`src/rtl/shift_issue_stage.sv`:
```
// Issue stage for the 16-bit barrel shifter: operand forwarding plus a registered
// head/skid elastic buffer. Define SHIFT_FWD_EN to compile in the EX/MEM and MEM/WB forwarding muxes.
module shift_issue_stage (
  input  logic        clk,
  input  logic        rst_n,
  input  logic        in_valid,
  output logic        in_ready,
  input  logic [3:0]  in_opcode,
  input  logic [3:0]  in_rs_idx,
  input  logic [15:0] in_rs_data,
  input  logic [3:0]  in_imm,
  input  logic [3:0]  in_rd,
  input  logic        exm_wr_en,
  input  logic [3:0]  exm_rd,
  input  logic [15:0] exm_data,
  input  logic        mwb_wr_en,
  input  logic [3:0]  mwb_rd,
  input  logic [15:0] mwb_data,
  input  logic        flush,
  output logic        out_valid,
  input  logic        out_ready,
  output logic [15:0] shift_in,
  output logic [3:0]  shift_val,
  output logic [1:0]  shift_mode,
  output logic [3:0]  out_rd
);

  localparam logic [3:0] OP_SLL = 4'h4;
  localparam logic [3:0] OP_SRA = 4'h5;
  localparam logic [3:0] OP_ROR = 4'h6;

  typedef struct packed {
    logic [15:0] data;
    logic [3:0]  amt;
    logic [1:0]  mode;
    logic [3:0]  rd;
  } entry_t;

  function automatic logic is_shift(input logic [3:0] op);
    return (op == OP_SLL) || (op == OP_SRA) || (op == OP_ROR);
  endfunction

  function automatic logic [1:0] mode_of(input logic [3:0] op);
    logic [1:0] m;
    case (op)
      OP_SLL:  m = 2'b00;
      OP_SRA:  m = 2'b01;
      OP_ROR:  m = 2'b10;
      default: m = 2'b00;
    endcase
    return m;
  endfunction

  entry_t      head_r, skid_r, head_nxt_s, skid_nxt_s, new_entry_s;
  logic        head_valid_r, skid_valid_r, in_ready_r;
  logic        head_valid_nxt_s, skid_valid_nxt_s;
  logic        store_s, consume_s;
  logic [15:0] operand_s;

  // Operand selection at the accept edge; EX/MEM has priority over MEM/WB, r0 is never forwarded
`ifdef SHIFT_FWD_EN
  always_comb begin
    operand_s = in_rs_data;
    if (exm_wr_en && (exm_rd == in_rs_idx) && (in_rs_idx != 4'h0)) begin
      operand_s = exm_data;
    end else if (mwb_wr_en && (mwb_rd == in_rs_idx) && (in_rs_idx != 4'h0)) begin
      operand_s = mwb_data;
    end else begin
      operand_s = in_rs_data;
    end
  end
`else
  logic unused_fwd_s;
  assign unused_fwd_s = ^{exm_wr_en, exm_rd, exm_data, mwb_wr_en, mwb_rd, mwb_data, in_rs_idx};
  assign operand_s = in_rs_data;
`endif

  assign new_entry_s = '{data: operand_s, amt: in_imm, mode: mode_of(in_opcode), rd: in_rd};
  assign store_s     = in_valid && in_ready_r && is_shift(in_opcode);
  assign consume_s   = head_valid_r && out_ready;

  // Next-state for head/skid; in_ready tracks the registered skid, so a store never meets a full skid
  always_comb begin
    head_nxt_s       = head_r;
    skid_nxt_s       = skid_r;
    head_valid_nxt_s = head_valid_r;
    skid_valid_nxt_s = skid_valid_r;
    if (flush) begin
      head_valid_nxt_s = 1'b0;
      skid_valid_nxt_s = 1'b0;
    end else begin
      if (consume_s && skid_valid_r) begin
        head_nxt_s       = skid_r;
        head_valid_nxt_s = 1'b1;
        skid_valid_nxt_s = 1'b0;
      end else if (consume_s) begin
        head_valid_nxt_s = 1'b0;
      end else begin
        head_valid_nxt_s = head_valid_r;
      end
      if (store_s && !head_valid_nxt_s) begin
        head_nxt_s       = new_entry_s;
        head_valid_nxt_s = 1'b1;
      end else if (store_s) begin
        skid_nxt_s       = new_entry_s;
        skid_valid_nxt_s = 1'b1;
      end else begin
        skid_valid_nxt_s = skid_valid_nxt_s;
      end
    end
  end

  // Buffer state and registered ready
  always_ff @(posedge clk or negedge rst_n) begin
    if (!rst_n) begin
      head_r       <= '0;
      skid_r       <= '0;
      head_valid_r <= 1'b0;
      skid_valid_r <= 1'b0;
      in_ready_r   <= 1'b1;
    end else begin
      head_r       <= head_nxt_s;
      skid_r       <= skid_nxt_s;
      head_valid_r <= head_valid_nxt_s;
      skid_valid_r <= skid_valid_nxt_s;
      in_ready_r   <= !skid_valid_nxt_s;
    end
  end

  assign in_ready   = in_ready_r;
  assign out_valid  = head_valid_r;
  assign shift_in   = head_r.data;
  assign shift_val  = head_r.amt;
  assign shift_mode = head_r.mode;
  assign out_rd     = head_r.rd;

endmodule

```
`config.mk`:
```
export PLATFORM = sky130hd
export DESIGN_NAME = shift_issue_stage
export DESIGN_NICKNAME = d
export VERILOG_FILES = /design/src/rtl/shift_issue_stage.sv
export SDC_FILE = /design/constraint.sdc
export NUM_CORES = 1
export LEC_CHECK = 0
export BUFFER_PORTS_ARGS = -buffer_cell sky130_fd_sc_hd__buf_2
export CAP_MARGIN = 20
export CORE_AREA = 4 4 83 85
export CTS_CLUSTER_DIAMETER = 40
export CTS_CLUSTER_SIZE = 16
export DETAILED_ROUTE_END_ITERATION = 7
export DIE_AREA = 0 0 87 89
export GPL_TIMING_DRIVEN = 0
export HOLD_SLACK_MARGIN = 0.15
export PLACE_DENSITY = 0.79
export SYNTH_ARGS = -nofsm -noshare
export SYNTH_HDL_FRONTEND = slang
export SYNTH_SLANG_ARGS = --single-unit
```
`constraint.sdc`:
```
create_clock -name clk -period 2.1 [get_ports clk]
set_input_delay 0.315 -clock clk [delete_from_list [all_inputs] [get_ports clk]]
set_output_delay 0.315 -clock clk [all_outputs]
set_load 0.05 [all_outputs]
```
==> results.txt <==
Top cells by area, synth = dfrtp_1 (52%), mux2_2 (23%), mux2_4 (12%)
Pwr/cell area = 685 nW/um^2
Final Non-Filler Cells = 313
Input/output buffers = 60
Worst r2r src = in_ready
Skew-Pair Late Insertion Delay = 0.30 ns
Fin crit share = 0.966
Slew @ Worst Pin = 0.647 ns
Post-synth top area share = 0.520
Slowest Stage Delay on Critical Path = 0.57 ns
Flop pwr share = 0.534
Worst-path fanout max = 10
Total Routed Length = 4850 um
Number of synthesized flops with an enable pin = 0
Vias per inst = 4.93
Final core utilization = 0.509
First-pass GRT wire length = 7890 um
Slowest cell on crit path = dfstp_2
Min-delay worst type = input pin to flop
ANT cells = 0
Placed Cells = 301
Hold Path Depth = 2
Vias = 1,543
Cells after synthesis = 163
Syn_nets = 242
Internal power = 1.51 mW
Die ar. = 7740 um^2
Core area = 6200 um^2
Multi-input gate area = 1140 um^2
Fin crit period = 2.03 ns
Post-synthesis sequential area ratio = 0.530
CP required = 2.29 ns
Synth warn = 0
Max Cap Violations = 0
Clock share of power = 0.269
Longest Clk Path Bufs = 2
Status = finished clean
Die Y-Extent = 89 um
Final hold vios = 0
Clock skew = 0.00521 ns
Initial core utilization = 0.419
CP startpoint kind = flop
Rows = 29
# DRC = 0
Synth cell count leaders = dfrtp_1 (54), mux2_2 (54), mux2_4 (20)
Clk sinks = 55
Post-detail-place hpwl = 3510 um
Reg-to-Reg End = skid_r[3]
Clk pin slew, worst setup/hold paths = 0.10 ns
Yosys reg bits = 55
Iteration-0 DRC Markers = 17
Yosys top cell by area = dfrtp_1
Share of layout cells above drive strength 1 = 0.674
CTS root buf = clkbuf_8
CTS tree = done
Gr ovfl total = 0
Main synth FF type = dfrtp_1
Gr usage total = 0.134
Routed len/inst = 15.5 um
Final net count = 314
Worst Setup Path Type = flop to flop
Vias in the first global route = 1,637
FILL cells = 564
Peak supply drop = 287 uV
Hold endpoint = out_valid
Final WS setup = 0.0717 ns
TritonCTS buffer count = 5
RSZ-0062 raised after global routing = no
Largest net degree at the start of global routing = 31
Sw power = 0.652 mW
Synth async-reset ratio = 1.00
Critical Path End Type = flop
Final Max Tran Viols = 0
Comb power frac = 0.198
Final setup violating endpoints = 0
WP depth = 6
TNS Setup = 0 ns
Register area = 1380 um^2
Max-slew headroom = 0.569
Syn Area/Cell = 16.0 um^2
Antenna violations before repair = 0
Router iterations before antenna repair = 2
Crit path buf inv count = 2
Crit-path leading delay family = flip-flops
Sw frac = 0.301
Worst EP arrival = 2.22 ns
Routability cong. = 0.710
Die width = 87 um
# IOs = 107
Post-Syn Area = 2600 um^2
Leakage = 1.71 nW
Worst-path cell chain = nand4b_4, a21o_4, or3_1, buf_6, buf_12, mux2_4
H-Tree Depth = 2
Dpl ws = -0.115 ns
Area Overhead vs Synth = 21.5%
Flop2flop setup slack = 0.07 ns
Min-delay src = flush
Fmax = 493 MHz
Antenna viol nets, final = 0
Worst reg2reg path depth = 6
Post-synth cell types = 24
## per-stage QoR
stage                     cell area, um^2  power, mW  hold slack, ns
after floorplan                      2630       1.46          0.0194
after global placement               3020       1.59           0.484
after detailed placement             3040       1.61           0.362
after CTS                            3160       2.19           0.231
after global routing                 3160       2.28           0.231
final                                3160       2.16           0.239
## registers in the layout (all words and copies together) (netlist names)
register and count:
skid_valid_r 1, shift_val 4, out_valid 1, skid_r 26, shift_mode 2, out_rd 4
in_ready 1, shift_in 16
## worst max-delay path by stage
stage / slack [ns] / startpoint / to
final: 0.07 / in_ready / skid_r[3]
after detailed placement: -0.11 / in_ready / shift_in[11]
after floorplan: -0.05 / in_ready / shift_in[10]
after global placement: -0.08 / in_ready / shift_in[1]
after global routing: 0.002 / skid_valid_r / shift_val[1]
after CTS: 0.04 / in_ready / skid_r[16]
## final cells by class
type                       count  share of cell area
clock buffer                   6              0.0230
buffer                         8              0.0297
clock inverter                 2             0.00396
inverter                       4             0.00475
multi-input combinational     96               0.360
sequential                    55               0.436
timing repair buffer          65               0.112
tap                           77              0.0305
## routing by layer
layer	GRT usage	vias up	wire length, um
met1	0.179	763	2180
met3	0.0276	8	244
met4	0.0510	0	65
met5	0	-	0
met2	0.215	38	2360
li1	-	734	-
## repair_timing
| action | CTS | global route |
|---|---|---|
| endpoints found under the hold margin | 24 | 0 |
| pin swaps | 1 | 1 |
| gates resized for setup | 0 | 0 |
| hold buffers | 1 | 0 |
| setup endpoints to repair | 19 | 12 |
| buffers inserted | 3 | 0 |
## cells by family (layout without fill, tap and decap cells)
group / count (synthesis) / after routing / synth area share
mux: 76 / 76 / 0.357
flops: 55 / 55 / 0.530
compound gates: 13 / 13 / 0.0505
simple gates: 7 / 7 / 0.0245
buf+inv: 12 / 85 / 0.0380
## cells in the final DEF (no fill, tap or decap), drive strengths merged, types with 2 or more instances in the layout
| cell | instances |
|---|---|
| dfrtp | 54 |
| clkbuf | 6 |
| mux2 | 74 |
| a211oi | 3 |
| nand2 | 2 |
| mux2i | 2 |
| a221oi | 2 |
| o21bai | 3 |
| inv | 4 |
| buf | 72 |
| nor4bb | 2 |
## power by group through the flow
stage	sequential (mW)	clock [mW]	combinational (mW)
floorplan	1.34	0	0.125
CTS	1.16	0.604	0.434
global placement	1.17	0	0.418
finish	1.15	0.581	0.428
global route	1.16	0.663	0.456
detailed placement	1.18	0	0.430
(Power assumes the default switching activity.)
